<file path="src/rtl/note_seq_if.sv">
// note_seq_if: keyboard-side and tone-generator-side signals of the note sequencer.
//   load_n, playback : active-low key levels from the keyboard converter
//   clear            : active-high buffer clear level
//   note, octave     : note code (0 = rest, 1..12 = A..G#) and octave (0..3)
//   out_note, out_octave, note_on : tone generator drive
//   playing, count, full, empty, overflow : sequencer status
// The sequencer uses the slave modport; whoever drives the keys uses master.
interface note_seq_if #(
    parameter int ADDR_W = 5
);
    logic              load_n;
    logic              playback;
    logic              clear;
    logic [3:0]        note;
    logic [1:0]        octave;
    logic [3:0]        out_note;
    logic [1:0]        out_octave;
    logic              note_on;
    logic              playing;
    logic [ADDR_W:0]   count;
    logic              full;
    logic              empty;
    logic              overflow;

    modport master (
        output load_n, playback, clear, note, octave,
        input  out_note, out_octave, note_on, playing, count, full, empty, overflow
    );

    modport slave (
        input  load_n, playback, clear, note, octave,
        output out_note, out_octave, note_on, playing, count, full, empty, overflow
    );
endinterface

</file>
<file path="src/rtl/note_sequencer.sv">
// note_sequencer: record/playback controller for the keyboard note path.
// Each load key press stores {octave, note} in a linear buffer; a playback
// key press replays the stored notes in order, each held NOTE_TICKS cycles.
// Ports:
//   clock : system clock, rising edge
//   reset : synchronous active-high reset
//   bus   : note_seq_if slave (key inputs, tone outputs, buffer status)
module note_sequencer #(
    parameter int DEPTH      = 32,
    parameter int ADDR_W     = 5,
    parameter int NOTE_TICKS = 12500000,
    parameter int TICK_W     = 24
) (
    input  logic       clock,
    input  logic       reset,
    note_seq_if.slave  bus
);
    typedef struct packed {
        logic [1:0] octave;
        logic [3:0] note;
    } entry_t;

    localparam logic [0:0] S_IDLE = 1'b0;
    localparam logic [0:0] S_PLAY = 1'b1;

    logic [0:0]        state;
    entry_t            mem [DEPTH];
    logic              load_q;
    logic              play_q;
    logic              reset_q;
    logic [ADDR_W-1:0] wr_ptr;
    logic [ADDR_W-1:0] rd_ptr;
    logic [ADDR_W:0]   count;
    logic [TICK_W-1:0] hold;
    entry_t            out_entry;
    logic              note_on;
    logic              playing;
    logic              overflow;

    logic              load_req;
    logic              play_req;
    logic              is_full;
    logic              wr_en;
    logic              tick_done;
    logic [ADDR_W:0]   rd_next;
    entry_t            head_entry;
    entry_t            next_entry;

    // NOTE: every signal written here gets a value on every path, so no latch is inferred.
    always_comb begin
        // reset_q masks the first cycle after reset so a key held low through
        // reset release does not look like a fresh press.
        load_req   = !bus.load_n && load_q && !reset_q;
        play_req   = !bus.playback && play_q && !reset_q;
        is_full    = (count == (ADDR_W+1)'(DEPTH));
        // Playback wins over record, and clear wins over both.
        wr_en      = !reset && !bus.clear && (state == S_IDLE) &&
                     load_req && !play_req && !is_full;
        tick_done  = (hold == TICK_W'(NOTE_TICKS - 1));
        // One bit wider than rd_ptr so the end-of-buffer test works at count == DEPTH.
        rd_next    = {1'b0, rd_ptr} + (ADDR_W+1)'(1);
        head_entry = mem[0];
        next_entry = mem[rd_next[ADDR_W-1:0]];
    end

    // NOTE: the note buffer has no reset; its contents are only meaningful below count.
    always_ff @(posedge clock) begin
        if (wr_en) begin
            mem[wr_ptr] <= '{octave: bus.octave, note: bus.note};
        end
    end

    // NOTE: state registers use non-blocking assignments so every update sees pre-edge values.
    always_ff @(posedge clock) begin
        if (reset) begin
            state     <= S_IDLE;
            load_q    <= 1'b1;
            play_q    <= 1'b1;
            reset_q   <= 1'b1;
            wr_ptr    <= '0;
            rd_ptr    <= '0;
            count     <= '0;
            hold      <= '0;
            out_entry <= '0;
            note_on   <= 1'b0;
            playing   <= 1'b0;
            overflow  <= 1'b0;
        end else begin
            load_q   <= bus.load_n;
            play_q   <= bus.playback;
            reset_q  <= 1'b0;
            overflow <= 1'b0;

            if (bus.clear) begin
                state     <= S_IDLE;
                wr_ptr    <= '0;
                rd_ptr    <= '0;
                count     <= '0;
                hold      <= '0;
                out_entry <= '0;
                note_on   <= 1'b0;
                playing   <= 1'b0;
            end else begin
                case (state)
                    S_IDLE: begin
                        if (play_req) begin
                            // An empty buffer ignores playback and leaves outputs alone.
                            if (count != '0) begin
                                state     <= S_PLAY;
                                rd_ptr    <= '0;
                                hold      <= '0;
                                out_entry <= head_entry;
                                note_on   <= (head_entry.note != 4'd0);
                                playing   <= 1'b1;
                            end
                        end else if (load_req) begin
                            if (is_full) begin
                                overflow <= 1'b1;
                            end else begin
                                wr_ptr <= wr_ptr + ADDR_W'(1);
                                count  <= count + (ADDR_W+1)'(1);
                            end
                        end
                    end

                    S_PLAY: begin
                        if (play_req) begin
                            state     <= S_IDLE;
                            hold      <= '0;
                            out_entry <= '0;
                            note_on   <= 1'b0;
                            playing   <= 1'b0;
                        end else if (tick_done) begin
                            hold   <= '0;
                            rd_ptr <= rd_next[ADDR_W-1:0];
                            if (rd_next < count) begin
                                out_entry <= next_entry;
                                note_on   <= (next_entry.note != 4'd0);
                            end else begin
                                state     <= S_IDLE;
                                out_entry <= '0;
                                note_on   <= 1'b0;
                                playing   <= 1'b0;
                            end
                        end else begin
                            hold <= hold + TICK_W'(1);
                        end
                    end

                    default: state <= S_IDLE;
                endcase
            end
        end
    end

    assign bus.out_note   = out_entry.note;
    assign bus.out_octave = out_entry.octave;
    assign bus.note_on    = note_on;
    assign bus.playing    = playing;
    assign bus.count      = count;
    assign bus.full       = is_full;
    assign bus.empty      = (count == '0);
    assign bus.overflow   = overflow;
endmodule

</file>
<file path="src/flat_wrapper.sv">
// flat-port wrapper written by rule: the top's interface ports become plain ports
module note_sequencer_flat 
#(
    parameter int DEPTH      = 32,
    parameter int ADDR_W     = 5,
    parameter int NOTE_TICKS = 12500000,
    parameter int TICK_W     = 24
)
  (clock, reset, bus_load_n, bus_playback, bus_clear, bus_note, bus_octave, bus_out_note, bus_out_octave, bus_note_on, bus_playing, bus_count, bus_full, bus_empty, bus_overflow);
  note_seq_if #(.ADDR_W(ADDR_W)) bus_i ();
  input  logic clock;
  input  logic reset;
  input wire logic [$bits(bus_i.load_n)-1:0] bus_load_n;
  input wire logic [$bits(bus_i.playback)-1:0] bus_playback;
  input wire logic [$bits(bus_i.clear)-1:0] bus_clear;
  input wire logic [$bits(bus_i.note)-1:0] bus_note;
  input wire logic [$bits(bus_i.octave)-1:0] bus_octave;
  output wire logic [$bits(bus_i.out_note)-1:0] bus_out_note;
  output wire logic [$bits(bus_i.out_octave)-1:0] bus_out_octave;
  output wire logic [$bits(bus_i.note_on)-1:0] bus_note_on;
  output wire logic [$bits(bus_i.playing)-1:0] bus_playing;
  output wire logic [$bits(bus_i.count)-1:0] bus_count;
  output wire logic [$bits(bus_i.full)-1:0] bus_full;
  output wire logic [$bits(bus_i.empty)-1:0] bus_empty;
  output wire logic [$bits(bus_i.overflow)-1:0] bus_overflow;
  assign bus_i.load_n = bus_load_n;
  assign bus_i.playback = bus_playback;
  assign bus_i.clear = bus_clear;
  assign bus_i.note = bus_note;
  assign bus_i.octave = bus_octave;
  assign bus_out_note = bus_i.out_note;
  assign bus_out_octave = bus_i.out_octave;
  assign bus_note_on = bus_i.note_on;
  assign bus_playing = bus_i.playing;
  assign bus_count = bus_i.count;
  assign bus_full = bus_i.full;
  assign bus_empty = bus_i.empty;
  assign bus_overflow = bus_i.overflow;
  note_sequencer #(.DEPTH(DEPTH), .ADDR_W(ADDR_W), .NOTE_TICKS(NOTE_TICKS), .TICK_W(TICK_W)) u_core (.clock(clock), .reset(reset), .bus(bus_i));
endmodule
</file>
<file path="config.mk">
export PLATFORM = sky130hd
export DESIGN_NAME = note_sequencer_flat
export DESIGN_NICKNAME = d
export VERILOG_FILES = /design/src/rtl/note_seq_if.sv /design/src/rtl/note_sequencer.sv /design/src/flat_wrapper.sv
export SDC_FILE = /design/constraint.sdc
export NUM_CORES = 1
export LEC_CHECK = 0
export ABC_AREA = 1
export CORE_AREA = 5 5 145 147
export CTS_CLUSTER_DIAMETER = 60
export DETAILED_ROUTE_END_ITERATION = 10
export DIE_AREA = 0 0 150 152
export PLACE_DENSITY_LB_ADDON = 0.15
export SLEW_MARGIN = 20
export SYNTH_ARGS = -nofsm -noshare
export SYNTH_HDL_FRONTEND = slang
export SYNTH_SLANG_ARGS = --single-unit
</file>
<file path="constraint.sdc">
create_clock -name clock -period 2.4 [get_ports clock]
set_input_delay 0.48 -clock clock [delete_from_list [all_inputs] [get_ports clock]]
set_output_delay 0.48 -clock clock [all_outputs]
set_load 0.005 [all_outputs]
</file>
==> run metrics <==
fin crit share=93.72%; Placeable Area=slightly below 20000 um^2; Slew Viols, Final=0; GPL Wtd Cong=between 0.8 and 0.9; R2R Setup Slk=approximately 0.15 ns; TritonCTS clock tree=done; HPWL after DPL=about 17000 um; reg2reg start=u_core.rd_ptr[0]; Yosys top cell by area=edfxtp_1; remaining antenna violation count after routing=0; mean post-synth cell area=between 9 and 10 um^2; Seq/Total Area, Yosys=between 60% and 70%; count leader, synth=nand2_1; diode count=0; final setup vio count=0; WP data required=between 2 and 3 ns; buffer type at the clock tree root=clkbuf_16; slowest cell delay on critical path=roughly 0.38 ns; die width=150 um; worst-margin pin slew=~0.58 ns; top cells by count, synth=209 x nand2_1, 192 x edfxtp_1, 151 x nor2_1; fin crit period=2.249 ns; Final Hold Viols=0; post-route cell area=12770 um^2; mean number of vias per cell=5.400; largest net degree at the start of global routing=74; # fillers=roughly 1600; Setup Skew=~0.0067 ns; RSZ-0062 raised after global routing=no; WL final=26090 um; worst min-delay path startpoint=u_core.hold[2]; clock sinks=approximately 250; CTS clk-pin slew, worst paths=roughly 0.060 ns; Fin Setup TNS=0 ns; detailed-route wire length per cell=around 18 um; H-tree Lvls=1; HP Class=flip-flop to flip-flop; relative slew slack=approximately 61%; Final Net Count=1207; vias in the first global route=7834; CTS Hold Bufs=0; fraction of registers with async set or reset after synthesis=0%; Power Density=roughly 660 nW/um^2; placed instance area=about 12000 um^2; P&R area growth vs syn=19.15%; Mapped Cells=1084; DIE HEIGHT=between 150 and 200 um; Syn Nets=approximately 1100; number of synthesized flops with an enable pin=roughly 190; Critical Path AT=approximately 2.7 ns; Total Die Area=22800 um^2; share of the synthesized area in the top cell type=53.78%; initial drt markers=between 600 and 700; Total Routing Usage GR=approximately 23%; synth warn=0; nature of the critical path endpoint=flip-flop; FMAX=around 440 MHz; status=complete, no violations; WS Path Type=flip-flop to flip-flop; Most used DFF post-synth=edfxtp_1; LEAKAGE=approximately 0.0047 uW; CTS Buf Count=26; CP max stage cell=dfxtp_4; Initial Utilization=a little over half; Max Cap Violations=0; via count=~7900; DRC=0; Yosys cell types=34; IO buf count=27; VDD IR max=636.9 uV; I/O Pins=28; global route overflow=0; clk buf depth=3; Worst setup SP type=flip-flop; global-route wire length before repair=between 40000 and 50000 um; Row Count=between 50 and 60; synthesized flop and latch total=around 250; worst-path fanout max=5; crit path from=u_core.rd_ptr[0]; layout cell share with drive strength beyond 1=between 10 and 15%; worst skew pair latency=0.52 ns; cells along the critical path=ha_2 > nand3_2 > xor2_2 > inv_2 > ha_1 > nand4_1 > o221ai_1 > nor2_2 > buf_6 > nand3_1 > a21oi_2; Synth Cell Area=between 10000 and 15000 um^2; drt first pass iters=5; most area-consuming cells after synthesis=edfxtp_1 54%, dfxtp_1 9.9%, nand2_1 7.3%; initial antenna violation count=0
-- routing by layer --
layer / up-vias / routed length, um / GRT usage, %
li1: 3933 / - / -
met1: 3754 / 11080 / 30.65
met2: 222 / 13050 / 39.14
met3: 40 / 1438 / 3.396
met4: 0 / 523 / 6.144
met5: - / 0 / 0
-- cell families after synthesis --
kind of cell,synth area share [%]
xor gates and xnor gates,0.5485
and+or+nand+nor,20.43
DFF,63.67
buffers and inverters,5.251
AOI/OAI and AO/OA,8.577
adders and majority gates,1.517
-- power breakdown --
part	total, uW	switching (uW)	internal, uW
clock network	3710	1560	2150
logic	202	134	67.7
registers	4580	5.24	4570
total	8490	1700	6790
-- timing repair --
item / in CTS / in global routing
endpoints found under the setup margin: 2 / 1
resized for setup: 8 / 7
pin swaps: 1 / 2
cloned: 0 / 1
buffers inserted: 2 / 2
-- through the flow --
step	hold WS [ns]	instances	util, %	worst slack, ns	total power [uW]
6_report	0.4697	1472	64.59	0.1508	8491
5_1_grt	0.4968	1472	64.59	0.04101	8757
4_1_cts	0.4716	1469	64.23	0.1327	8542
3_5_place_dp	0.4622	1420	60.12	-0.08479	4872
3_3_place_gp	0.4578	1420	60.12	-0.04924	4871
2_1_floorplan	0.4421	1084	-	0.05396	4732
-- flip-flops by register name (all words and copies together) (netlist names) --
| register | flops |
|---|---|
| u_core.bus.out_note | 4 |
| u_core.bus.overflow | 1 |
| u_core.hold | 24 |
| u_core.rd_ptr | 5 |
| u_core.state | 1 |
| u_core.play_q | 1 |
| u_core.wr_ptr | 5 |
| u_core.reset_q | 1 |
| u_core.bus.out_octave | 2 |
| u_core.bus.playing | 1 |
| u_core.load_q | 1 |
| u_core.bus.note_on | 1 |
| u_core.mem | 192 |
| u_core.bus.count | 6 |
-- worst max-delay path: cells and delay by family, from the launching register on --
family          cells  cell delay (ns)
compound gates      2             0.30
xor+xnor            1             0.21
buf+inv             2             0.21
fa+ha+maj           2             0.49
flops               1             0.38
simple gates        4             0.61
-- cell usage in the layout, fill, tap and decap left out, types with 10 or more instances in the layout --
cell type	n
a21oi_1	58
buf_4	78
clkbuf_16	28
clkdlybuf4s50_1	25
dfxtp_1	51
edfxtp_1	192
ha_1	12
inv_1	84
nand2_1	209
nand3_1	113
nand4_1	10
nor2_1	148
nor3_1	15
o211ai_1	19
o21ai_0	73
-- layout make-up --
cell class	instances	area (um^2)	area share [%]
multi-input combinational	702	3378	26.44
sequential	245	6832	53.48
inverter	91	341.6	2.674
clock inverter	14	90.09	0.7052
tap	270	337.8	2.644
timing repair buffer	117	1097	8.590
clock buffer	33	698.2	5.465
-- worst paths after layout --
kind / cells after the start / end
hold reg to reg: 2 / u_core.hold[2]
hold / removal: 2 / u_core.hold[2]
setup / recovery: 11 / u_core.bus.out_octave[0]
setup reg to reg: 11 / u_core.bus.out_octave[0]
No activity file was read; power rests on OpenSTA's default activity.
